**src/rtl/mem_arbiter_pkg.sv**
```systemverilog
// Shared definitions for the two-requester memory arbiter.
// Latency: n/a (types and constants only).
// Backpressure: n/a.
package mem_arbiter_pkg;

    // Default bus widths used by mem_arbiter when not overridden.
    localparam int ADDR_W = 32;
    localparam int DATA_W = 32;

    // Requester identity; used both for the "last granted" state and for
    // the read-return tag.
    typedef enum logic {
        OWN_CPU = 1'b0,
        OWN_DMA = 1'b1
    } owner_t;

endpackage

```
**src/rtl/mem_arbiter_burst_ctr.sv**
```systemverilog
// Grant decision for CPU vs DMA plus last-owner / DMA burst counter state.
// Latency: grant is combinational from req; state updates on the granting edge.
// Backpressure: a requester not selected simply stays un-granted; no state change on idle.
//
// Ports: clk, reset (async active-low), c_req/d_req (qualified requests),
//        c_sel/d_sel (one-hot-or-zero grant for this cycle).
module arb_burst_ctr
    import mem_arbiter_pkg::*;
#(
    parameter int MAX_BURST = 4,
    localparam int CNT_W    = $clog2(MAX_BURST) + 1
) (
    input  logic clk,
    input  logic reset,
    input  logic c_req,
    input  logic d_req,
    output logic c_sel,
    output logic d_sel
);

    localparam logic [CNT_W-1:0] CNT_MAX = CNT_W'(MAX_BURST);

    owner_t           last;
    logic [CNT_W-1:0] burst_cnt;
    logic             dma_turn;

    // On a tie the DMA keeps the bus after a CPU grant, or while its burst
    // is still short of MAX_BURST. last=DMA with an empty count only exists
    // straight out of reset (every DMA grant leaves the count >= 1), and is
    // treated as the CPU's turn so the CPU wins the first tie after reset.
    always_comb begin
        dma_turn = (last == OWN_CPU) ||
                   ((burst_cnt != '0) && (burst_cnt < CNT_MAX));
        d_sel    = d_req && (!c_req || dma_turn);
        c_sel    = c_req && !d_sel;
    end

    always_ff @(posedge clk or negedge reset) begin
        if (!reset) begin
            last      <= OWN_DMA;
            burst_cnt <= '0;
        end else if (d_sel) begin
            last <= OWN_DMA;
            if (last == OWN_DMA) begin
                burst_cnt <= (burst_cnt == CNT_MAX) ? CNT_MAX
                                                    : burst_cnt + CNT_W'(1);
            end else begin
                burst_cnt <= CNT_W'(1);
            end
        end else if (c_sel) begin
            last      <= OWN_CPU;
            burst_cnt <= '0;
        end
    end

endmodule

```
**src/rtl/mem_arbiter.sv**
```systemverilog
// Two-port (CPU, DMA) arbiter onto a single synchronous memory port.
// Latency: grant and memory strobe same cycle; read data returns 1 cycle later.
// Backpressure: un-granted requester holds its request; at most one grant per cycle.
//
// Ports: clk, reset (async active-low);
//        c_* / d_* : req, we, addr, wdata in; gnt, rvalid, rdata out;
//        mem_*     : en, we, addr, wdata out; rdata in (valid 1 cycle after en).
module mem_arbiter #(
    parameter int ADDR_W    = mem_arbiter_pkg::ADDR_W,
    parameter int DATA_W    = mem_arbiter_pkg::DATA_W,
    parameter int MAX_BURST = 4
) (
    input  logic              clk,
    input  logic              reset,
    input  logic              c_req,
    input  logic              c_we,
    input  logic [ADDR_W-1:0] c_addr,
    input  logic [DATA_W-1:0] c_wdata,
    output logic              c_gnt,
    output logic              c_rvalid,
    output logic [DATA_W-1:0] c_rdata,
    input  logic              d_req,
    input  logic              d_we,
    input  logic [ADDR_W-1:0] d_addr,
    input  logic [DATA_W-1:0] d_wdata,
    output logic              d_gnt,
    output logic              d_rvalid,
    output logic [DATA_W-1:0] d_rdata,
    output logic              mem_en,
    output logic              mem_we,
    output logic [ADDR_W-1:0] mem_addr,
    output logic [DATA_W-1:0] mem_wdata,
    input  logic [DATA_W-1:0] mem_rdata
);

    import mem_arbiter_pkg::*;

    logic   c_req_q;
    logic   d_req_q;
    logic   rd_pend;
    owner_t rd_own;

    // Requests are masked by reset so no grant or memory strobe can leak
    // out while reset is held, even though the grant path is combinational.
    assign c_req_q = c_req && reset;
    assign d_req_q = d_req && reset;

    arb_burst_ctr #(
        .MAX_BURST (MAX_BURST)
    ) u_ctr (
        .clk   (clk),
        .reset (reset),
        .c_req (c_req_q),
        .d_req (d_req_q),
        .c_sel (c_gnt),
        .d_sel (d_gnt)
    );

    always_comb begin
        mem_en    = 1'b0;
        mem_we    = 1'b0;
        mem_addr  = '0;
        mem_wdata = '0;
        if (d_gnt) begin
            mem_en    = 1'b1;
            mem_we    = d_we;
            mem_addr  = d_addr;
            mem_wdata = d_wdata;
        end else if (c_gnt) begin
            mem_en    = 1'b1;
            mem_we    = c_we;
            mem_addr  = c_addr;
            mem_wdata = c_wdata;
        end
    end

    // Read-return tag: remembers who issued the read now completing in the
    // memory so its data is steered back to the right requester. Async reset
    // drops any read in flight.
    always_ff @(posedge clk or negedge reset) begin
        if (!reset) begin
            rd_pend <= 1'b0;
            rd_own  <= OWN_CPU;
        end else begin
            rd_pend <= mem_en && !mem_we;
            if (mem_en) begin
                rd_own <= d_gnt ? OWN_DMA : OWN_CPU;
            end
        end
    end

    assign c_rvalid = rd_pend && (rd_own == OWN_CPU);
    assign d_rvalid = rd_pend && (rd_own == OWN_DMA);
    assign c_rdata  = c_rvalid ? mem_rdata : '0;
    assign d_rdata  = d_rvalid ? mem_rdata : '0;

endmodule

```
**config.mk**
```make
export PLATFORM = sky130hd
export DESIGN_NAME = mem_arbiter
export DESIGN_NICKNAME = d
export VERILOG_FILES = /design/src/rtl/mem_arbiter_pkg.sv /design/src/rtl/mem_arbiter_burst_ctr.sv /design/src/rtl/mem_arbiter.sv
export SDC_FILE = /design/constraint.sdc
export NUM_CORES = 1
export LEC_CHECK = 0
export CAP_MARGIN = 20
export CORE_AREA = 10 10 109 111
export CTS_BUF_LIST = sky130_fd_sc_hd__clkbuf_4 sky130_fd_sc_hd__clkbuf_8
export CTS_CLUSTER_DIAMETER = 150
export DETAILED_ROUTE_END_ITERATION = 8
export DIE_AREA = 0 0 119 121
export GPL_ROUTABILITY_DRIVEN = 0
export GPL_TIMING_DRIVEN = 0
export PLACE_DENSITY = 0.75
export SETUP_SLACK_MARGIN = 0.3
export SYNTH_ARGS = -nofsm -noshare
export SYNTH_HDL_FRONTEND = slang
export SYNTH_SLANG_ARGS = --single-unit
```
**constraint.sdc**
```tcl
create_clock -name clk -period 2 [get_ports clk]
set_input_delay 0.4 -clock clk [delete_from_list [all_inputs] [get_ports clk]]
set_output_delay 0.4 -clock clk [all_outputs]
set_load 0.02 [all_outputs]
```
==> results.sh, run 1 <==
export IMPL_outcome="finished, violations left"
export IMPL_violations="negative setup slack"
export IMPL_switching_share_pct=37.5
export IMPL_endpoint_kind="output pin"
export IMPL_io_buffers=299
export IMPL_yosysSeqAreaShare_pct=10.6
export IMPL_cap_violations=0
export IMPL_combinationalPowerShare_pct=82.8
export IMPL_cts_root_buf="clkbuf_8"
export IMPL_period_needed_ns=2.23
export IMPL_design_area_mm2=0.00585
export IMPL_area_growth_pct=308
export IMPL_whs_ns=0.105
export IMPL_rows=36
export IMPL_switchingPower_mw=0.815
export IMPL_cp_start_kind="register"
export IMPL_clk_latency_ns=0.23
export IMPL_synth_area_mm2=0.00143
export IMPL_critical_path_top_delay_family="flip-flops"
export IMPL_rsz0062_at_grt="yes"
export IMPL_drive_gt1_share_pct=57.1
export IMPL_grt_max_degree=11
export IMPL_cpMaxStageDelayCell="dfstp_2"
export IMPL_drtIter0Drc=96
export IMPL_grt_pass1_vias=3420
export IMPL_avgRoutedWirePerCell_um=21.8
export IMPL_routed_via_density=4.57
export IMPL_worstPathArrival_ns=1.83
export IMPL_track_usage_pct=17.9
export IMPL_crit_fanout=6
export IMPL_fp_dieH_um=121
export IMPL_clockBufferDepth=2
export IMPL_avgSynthCellArea_um2=7.66
export IMPL_worstPathCellList="o21a_1 > a21oi_4 > buf_12 > buf_6 > buf_8 > a22o_4 > buf_6"
export IMPL_path_common_cell="buf_6"
export IMPL_die_area_mm2=0.0144
export IMPL_nets=689
export IMPL_drt_drc_violations_left=0
export IMPL_htree_num_levels=1
export IMPL_initial_utilization_pct=14.9
export IMPL_cts_sinks=6
export IMPL_ir_drop_mv=0.179
export IMPL_dp_hpwl_mm=12.0
export IMPL_final_core_util_pct=60.7
export IMPL_hold_viol_final=0
export IMPL_coreArea_mm2=0.00964
export IMPL_pin_count=300
export IMPL_power_leakage_nw=2.88
export IMPL_criticalPathCategory="register to output pin"
export IMPL_synth_fp_nets=355
export IMPL_critPathBufInv=4
export IMPL_clock_skew_ns=0.00577
export IMPL_gr_total_overflow=0
export IMPL_clkTransAtPathRegs_ns=0.04
export IMPL_yosysWarnings=0
export IMPL_grt_pass1_wl_mm=20.5
export IMPL_seqPwrFrac_pct=7.4
export IMPL_yosysUniqueCellTypes=21
export IMPL_fin_ws_ns=-0.226
export IMPL_chipWidth_um=119
export IMPL_power_mw=2.18
export IMPL_p_per_area_mw_per_mm2=372
export IMPL_first_pass_iters=6
export IMPL_antenna_found_initial=1
export IMPL_slew_headroom_pct=82.8
export IMPL_fill_cells=808
export IMPL_cts_hold_buf=0
export IMPL_hold_path_class="input port to async pin"
export IMPL_drtAntennaViolNets=0
export IMPL_clock_fmax_ghz=0.449
export IMPL_vias=2985
export IMPL_cts_buffers=3
export IMPL_setup_viol=67
export IMPL_dpl_cell_area_mm2=0.00520
export IMPL_crit_required_ns=1.60
export IMPL_clock_power_share_pct=9.8
export IMPL_internal_power_mw=1.36
export IMPL_num_antenna_cells=0
export IMPL_worst_pin_slew_ns=0.256
export IMPL_fin_crit_sh_pct=111
export IMPL_routed_wl_mm=14.3
export IMPL_cpPeakStageDelay_ns=0.58
export IMPL_slew_viol_final=0
export IMPL_cts_tree="built"
export IMPL_syn_inst=187
export IMPL_ys_ff_latch=6
export IMPL_fin_setup_tns_ns=-10.37
-- worst paths after layout --
kind / from / to / slack (ns) / depth (start not counted)
hold / removal: reset / u_ctr.burst_cnt[0]$_DFFE_PN0P_ / 0.11 / 1
max in group asynchronous: reset / u_ctr.last$_DFFE_PN1P_ / 1.64 / 1
setup reg to reg: u_ctr.burst_cnt[0]$_DFFE_PN0P_ / rd_pend$_DFF_PN0_ / 0.23 / 9
hold reg to reg: u_ctr.last$_DFFE_PN1P_ / u_ctr.last$_DFFE_PN1P_ / 0.55 / 1
min in group clk: u_ctr.last$_DFFE_PN1P_ / u_ctr.last$_DFFE_PN1P_ / 0.55 / 1
setup / recovery: u_ctr.last$_DFFE_PN1P_ / mem_wdata[24] / -0.23 / 7
-- power by group through the flow --
stage / logic, mW / clock network, mW / registers [mW]
4_1_cts: 1.75 / 0.215 / 0.164
5_1_grt: 1.88 / 0.226 / 0.165
6_report: 1.80 / 0.213 / 0.162
2_1_floorplan: 0.709 / 0 / 0.158
3_3_place_gp: 1.49 / 0 / 0.166
3_5_place_dp: 1.51 / 0 / 0.167
-- timing repair --
item | 4_1_cts | 5_1_grt
buffers inserted | 23 | 2
gates cloned | 4 | 1
pin swaps | 22 | 22
gates resized for setup | 781 | 79
endpoints found under the setup margin | 139 | 127
-- cell usage after synthesis, drive strengths merged --
master,n,area [um^2]
a22o,67,587
and2,34,213
and3,32,200
buf,14,85.1
clkbuf,9,33.8
dfrtp,5,125
o21ai,5,25.0
inv,3,11.3
nand2,3,11.3
a21o,2,15.0
a21oi,2,13.8
ha,2,25.0
mux2i,2,20.0
nor2b,2,12.5
a211oi,1,7.51
dfstp,1,26.3
nand3b,1,7.51
o21a,1,7.51
or2,1,6.26
-- per-layer routing --
layer  GRT usage (%)  vias up  part of all wire, %
met5               0        -                 0.13
met4            3.36        2                  1.2
met3            7.58       14                  9.7
met2            36.2      175                   57
met1            16.2     1399                   32
li1                -     1395                    -
-- sequential cells by signal, summed over array words and instances, names as in the netlist --
signal / count
u_ctr.burst_cnt: 3
rd_own: 1
rd_pend: 1
u_ctr.last: 1
-- logic make-up after synthesis --
kind of cell | after synthesis | synth area share, %
flip-flops | 6 | 10.6
buffers and inverters | 26 | 9.08
multiplexers | 2 | 1.40
AND/OR/NAND/NOR | 73 | 31.4
AO/OA/AOI/OAI | 78 | 45.8
adder cells (fa/ha/maj) | 2 | 1.75
-- layout make-up --
class                   instances  area, um^2  share of cell area (%)
flip-flops and latches          6         154                    2.63
well taps                     133         166                    2.84
inverters                       3        11.3                   0.192
multi-input cells             155        1830                    31.2
repair buffers                329        3310                    56.6
clock buffers                   4        48.8                   0.834
plain buffers                  23         335                    5.73
-- cells in the final DEF (no fill, tap or decap), types with 3 or more instances in the layout --
master / n
a22o_1: 3
a22o_4: 64
buf_12: 9
o21ai_0: 3
buf_6: 115
and2_1: 5
dfrtp_1: 3
buf_8: 8
clkdlybuf4s50_1: 163
buf_4: 18
buf_2: 29
and2_4: 29
clkbuf_8: 3
and3_1: 31
-- worst reg2reg max path: stages, from the launching register on --
cell	delay, ns
dfrtp_1	0.36
inv_2	0.05
ha_4	0.16
o21a_1	0.19
a21oi_4	0.20
buf_12	0.16
buf_6	0.10
buf_8	0.11
buf_4	0.15
mux2i_2	0.19
-- metrics by stage --
stage,cells,worst slack (ns)
2_1_floorplan,187,0.148
3_5_place_dp,619,-1.16
3_3_place_gp,619,-1.17
5_1_grt,653,-0.282
6_report,653,-0.226
4_1_cts,650,-0.222
Power figures use the tool's default switching activity.
==> inputs of run 2 (changes only) <==
- CORE_AREA: 10 10 109 111 -> 10 10 107 109
- DIE_AREA: 0 0 119 121 -> 0 0 117 119
- PLACE_DENSITY: 0.75 -> 0.77
- SKIP_CTS_REPAIR_TIMING: not set -> 1
- clock period: 2 -> 2.7 ns (I/O delays scaled with it)
==> run 2 against run 1 <==
Compared with the run above: the run now ends clean; cell count is 5.4% lower; first-iteration DRC count grew 5.2%; non-clock buffer count decreased by 16; critical path depth increased by 2; global-route usage fell by 0.88 points; worst hold slack improved by 0.053 ns; sequential share of layout area is 0.54 points higher; die area down 3.3%; final area down 17%; combinational power shrank 43%; largest cell class unchanged; highest routed layer is now met4.
==> results.sh, run 2 (synthesis results as in run 1) <==
export IMPL_routed_via_density=4.51
export IMPL_cts_root_buf="clkbuf_8"
export IMPL_crit_fanout=10
export IMPL_critPathBufInv=5
export IMPL_worstPathCellList="inv_2 > ha_4 > o21a_1 > a21oi_4 > buf_6 > buf_4 > buf_6 > a22o_1 > buf_4"
export IMPL_fin_crit_sh_pct=91.5
export IMPL_cts_sinks=6
export IMPL_slew_viol_final=0
export IMPL_hold_path_class="input port to async pin"
export IMPL_track_usage_pct=17.1
export IMPL_cap_violations=0
export IMPL_die_area_mm2=0.0139
export IMPL_gr_total_overflow=0
export IMPL_cp_start_kind="register"
export IMPL_largest_register="u_ctr.burst_cnt"
export IMPL_clk_latency_ns=0.22
export IMPL_routed_wl_mm=13.2
export IMPL_antenna_found_initial=0
export IMPL_drtAntennaViolNets=0
export IMPL_fin_cells=618
export IMPL_worstPathArrival_ns=1.93
export IMPL_criticalPathCategory="register to output pin"
export IMPL_first_pass_iters=4
export IMPL_clockBufferDepth=2
export IMPL_avgRoutedWirePerCell_um=21.3
export IMPL_critical_path_top_delay_family="buffers and inverters"
export IMPL_final_core_util_pct=51.3
export IMPL_endpoint_kind="output pin"
export IMPL_internal_power_mw=0.786
export IMPL_combinationalPowerShare_pct=78.6
export IMPL_ir_drop_mv=0.109
export IMPL_drive_gt1_share_pct=23.4
export IMPL_nets=673
export IMPL_hold_viol_final=0
export IMPL_vias=2785
export IMPL_cpMaxStageDelayCell="dfrtp_1"
export IMPL_chipWidth_um=117
export IMPL_coreArea_mm2=0.00946
export IMPL_clkTransAtPathRegs_ns=0.04
export IMPL_slew_headroom_pct=76.6
export IMPL_seqPwrFrac_pct=9.8
export IMPL_clock_fmax_ghz=0.405
export IMPL_drt_drc_violations_left=0
export IMPL_power_mw=1.30
export IMPL_design_area_mm2=0.00485
export IMPL_grt_pass1_wl_mm=18.6
export IMPL_cts_buffers=3
export IMPL_switchingPower_mw=0.511
export IMPL_dp_cells=600
export IMPL_cpPeakStageDelay_ns=0.39
export IMPL_area_growth_pct=239
export IMPL_p_per_area_mw_per_mm2=267
export IMPL_power_leakage_nw=2.76
export IMPL_drtIter0Drc=101
export IMPL_pin_count=300
export IMPL_outcome="completed"
export IMPL_setup_viol=0
export IMPL_switching_share_pct=39.4
export IMPL_final_cell_mix="198 x clkdlybuf4s50_1, 66 x a22o_1, 42 x buf_4"
export IMPL_worst_pin_slew_ns=0.348
export IMPL_num_antenna_cells=0
export IMPL_fp_dieH_um=119
export IMPL_grt_pass1_vias=2983
export IMPL_dpl_cell_area_mm2=0.00457
export IMPL_crit_required_ns=2.16
export IMPL_htree_num_levels=1
export IMPL_initial_utilization_pct=15.1
export IMPL_grt_max_degree=11
export IMPL_cts_tree="built"
export IMPL_clock_power_share_pct=11.6
export IMPL_rows=36
export IMPL_final_common_cell="clkdlybuf4s50_1"
export IMPL_io_buffers=299
export IMPL_rsz0062_at_grt="yes"
export IMPL_clock_skew_ns=0.00446
export IMPL_period_needed_ns=2.47
export IMPL_dp_hpwl_mm=11.7
export IMPL_largest_reg_flops=3
-- run 2: cell types whose count changed in the layout (fill, tap and decap cells not counted), sizes merged --
cell	change
buf	-102
clkbuf	+19
clkdlybuf4s15	-2
clkdlybuf4s50	+35
dlygate4sd2	-2
dlymetal6s2s	+36
-- run 2: final timing paths --
path	startpoint	endpoint	slack [ns]	depth (start not counted)
worst max register to register	u_ctr.burst_cnt[0]$_DFFE_PN0P_	u_ctr.burst_cnt[1]$_DFFE_PN0P_	1.14	7
min in group clk	u_ctr.last$_DFFE_PN1P_	u_ctr.last$_DFFE_PN1P_	0.56	1
worst max-delay path	u_ctr.burst_cnt[0]$_DFFE_PN0P_	mem_addr[15]	0.23	9
worst min register to register	u_ctr.last$_DFFE_PN1P_	u_ctr.last$_DFFE_PN1P_	0.56	1
max in group asynchronous	reset	u_ctr.last$_DFFE_PN1P_	2.29	1
worst min-delay path	reset	u_ctr.burst_cnt[1]$_DFFE_PN0P_	0.16	1
-- run 2: power groups by stage --
stage | clock network, mW | registers [mW] | logic, mW
2_1_floorplan | 0 | 0.117 | 0.396
3_3_place_gp | 0 | 0.124 | 0.962
3_5_place_dp | 0 | 0.125 | 0.972
4_1_cts | 0.157 | 0.124 | 0.977
5_1_grt | 0.165 | 0.130 | 1.08
6_report | 0.151 | 0.127 | 1.02
-- run 2: per-layer routing --
layer  up-vias  GRT usage (%)  share of wire, %
li1       1358              -                 -
met1      1272           15.9                33
met2       147           33.8                55
met3         8           6.22               9.8
met4         0           3.63               1.3
met5         -              0                 0
-- run 2: per-stage QoR --
step	setup TNS [ns]	worst slack [ns]	hold slack [ns]
2_1_floorplan	0	0.631	0.244
3_3_place_gp	-49.50	-0.837	0.529
3_5_place_dp	-48.67	-0.823	0.545
4_1_cts	-52.96	-0.852	0.552
5_1_grt	0	0.124	0.163
6_report	0	0.231	0.158
-- run 2: cell type report --
cell class,instances,area (um^2)
tap,114,143
timing repair buffer,313,3100
clock buffer,4,48.8
buffer,23,188
multi-input combinational,155,1200
inverter,3,11.3
sequential,6,154
fill,903,4610
==> RTL edit (settings of run 2) <==
`DATA_W`: 32 -> 24.
--- a/src/rtl/mem_arbiter_pkg.sv
+++ b/src/rtl/mem_arbiter_pkg.sv
@@ -6,5 +6,5 @@
     // Default bus widths used by mem_arbiter when not overridden.
     localparam int ADDR_W = 32;
-    localparam int DATA_W = 32;
+    localparam int DATA_W = 24;
 
     // Requester identity; used both for the "last granted" state and for
Ports: changed (6 resized); port bits go from 300 to 252. The function was not compared with the original's and may differ.
==> RTL edit against run 2 <==
- sequential share of layout area up 0.51 points
- largest cell class unchanged
- wire length decreased by 19%
- clock skew is 0.0035 ns lower
- worst setup slack improved by 0.054 ns
- die area did not move
- non-clock buffer count decreased by 57
- power down 11%
- synthesized cell count down 16%
- sequential cell count is the same
- area after synthesis is 10% lower
- design area fell by 14%
- critical endpoint is now mem_addr[0]
==> RTL edit: results (changes against run 2) <==
outcome complete, no violations; buffers added on ports 251 (-16%); Routed WL per cell 19.8 um (-7.1%); post-synthesis sequential area ratio 11.7% (+1.2 points); synth cell count leaders a22o_1, and2_1, and3_1; number of buffers created by CTS 3 (unchanged); DR vias 2357 (-15%); CP arrival 1.88 ns (-0.05 ns); first-pass GRT wire length 15.0 mm (-19%); Tmin final 2.42 ns (-0.0538 ns); largest net degree at the start of global routing 11 (unchanged); Most used DFF post-synth dfrtp_1; Worst Skew 0.000941 ns (-0.00352 ns); worst slack at placement -0.751 ns (+0.0719 ns); layout cells sized above 1 23.2% (-0.24 points); slew at the pin with the worst max-slew slack 0.340 ns (-0.00770 ns); synth top area cells a22o_1, and2_1, and3_1, dfrtp_1, buf_6; Yosys cell types 23 (+9.5%); Reg with most FFs u_ctr.burst_cnt; Root Driver clkbuf_8; Leak Pwr 2.26 nW (-18%); peak supply drop 0.000150 V (+37%); Detailed Route Iter0 Violations 114 (+13%); syn nets 302 (-15%); Global Route Usage Sum 13.8% (-3.3 points); Post-DP HPWL 9.32 mm (-20%); total of fill cells in the finished design 940 (+4.1%)
-- RTL edit: worst paths after layout --
| kind | start | endpoint | depth (start not counted) |
|---|---|---|---|
| max | u_ctr.burst_cnt[0] | mem_addr[0] | 8 |
| max reg2reg | u_ctr.burst_cnt[0] | u_ctr.burst_cnt[1] | 7 |
| min reg2reg | u_ctr.last | u_ctr.last | 1 |
| min in group clk | u_ctr.last | u_ctr.last | 1 |
| min | reset | u_ctr.burst_cnt[1] | 1 |
| max in group asynchronous | reset | u_ctr.last | 1 |
-- RTL edit: logic make-up (layout without fill, tap and decap cells) --
family / count (synthesis) / count (layout) / share of synthesized area [%]
compound gates: 70 / 70 / 46.3
simple gates: 57 / 57 / 27.4
buf+inv: 21 / 286 / 11.1
flops: 6 / 6 / 11.7
fa+ha+maj: 2 / 2 / 1.94
mux: 2 / 2 / 1.55
other cells: 0 / 1 / 0
-- RTL edit: power breakdown --
group	switching [mW]	leakage (nW)	internal, mW
Clock	0.0391	0.0262	0.112
Sequential	0.0172	0.0727	0.106
Combinational	0.385	2.16	0.499
Total	0.442	2.26	0.716
-- RTL edit: final cells by class --
type	instances	area [um^2]	share of cell area, %
timing repair buffer	261	2630	63.0
multi-input combinational	131	1020	24.5
buffer	18	164	3.92
sequential	6	154	3.68
tap	114	143	3.41
clock buffer	4	48.8	1.17
inverter	3	11.3	0.270
antenna	1	2.50	0.0599
-- RTL edit: metal layers --
metal | vias up | GRT usage (%) | part of all wire [%]
li1 | 1151 | - | -
met1 | 1089 | 14.8 | 36
met2 | 107 | 25.1 | 54
met3 | 10 | 4.62 | 9.0
met4 | 0 | 3.40 | 1.5
met5 | - | 0 | 0
-- RTL edit: critical path, stage by stage, from the launching register on --
cell and delay (ns):
dfrtp_1 0.38, inv_2 0.06, ha_4 0.17, o21a_1 0.20, a21oi_4 0.22, buf_12 0.18
buf_8 0.13, a22o_1 0.18, buf_6 0.13
-- RTL edit: through the flow --
stage,setup TNS [ns],area (um^2),cells,power [mW],utilization (%)
2_1_floorplan,0,1290,158,0.468,-
4_1_cts,-39.67,3990,527,1.12,42.2
3_5_place_dp,-36.38,3940,523,0.960,41.7
6_report,0,4180,538,1.16,44.2
5_1_grt,0,4180,537,1.23,44.1
3_3_place_gp,-35.73,3940,523,0.949,41.7
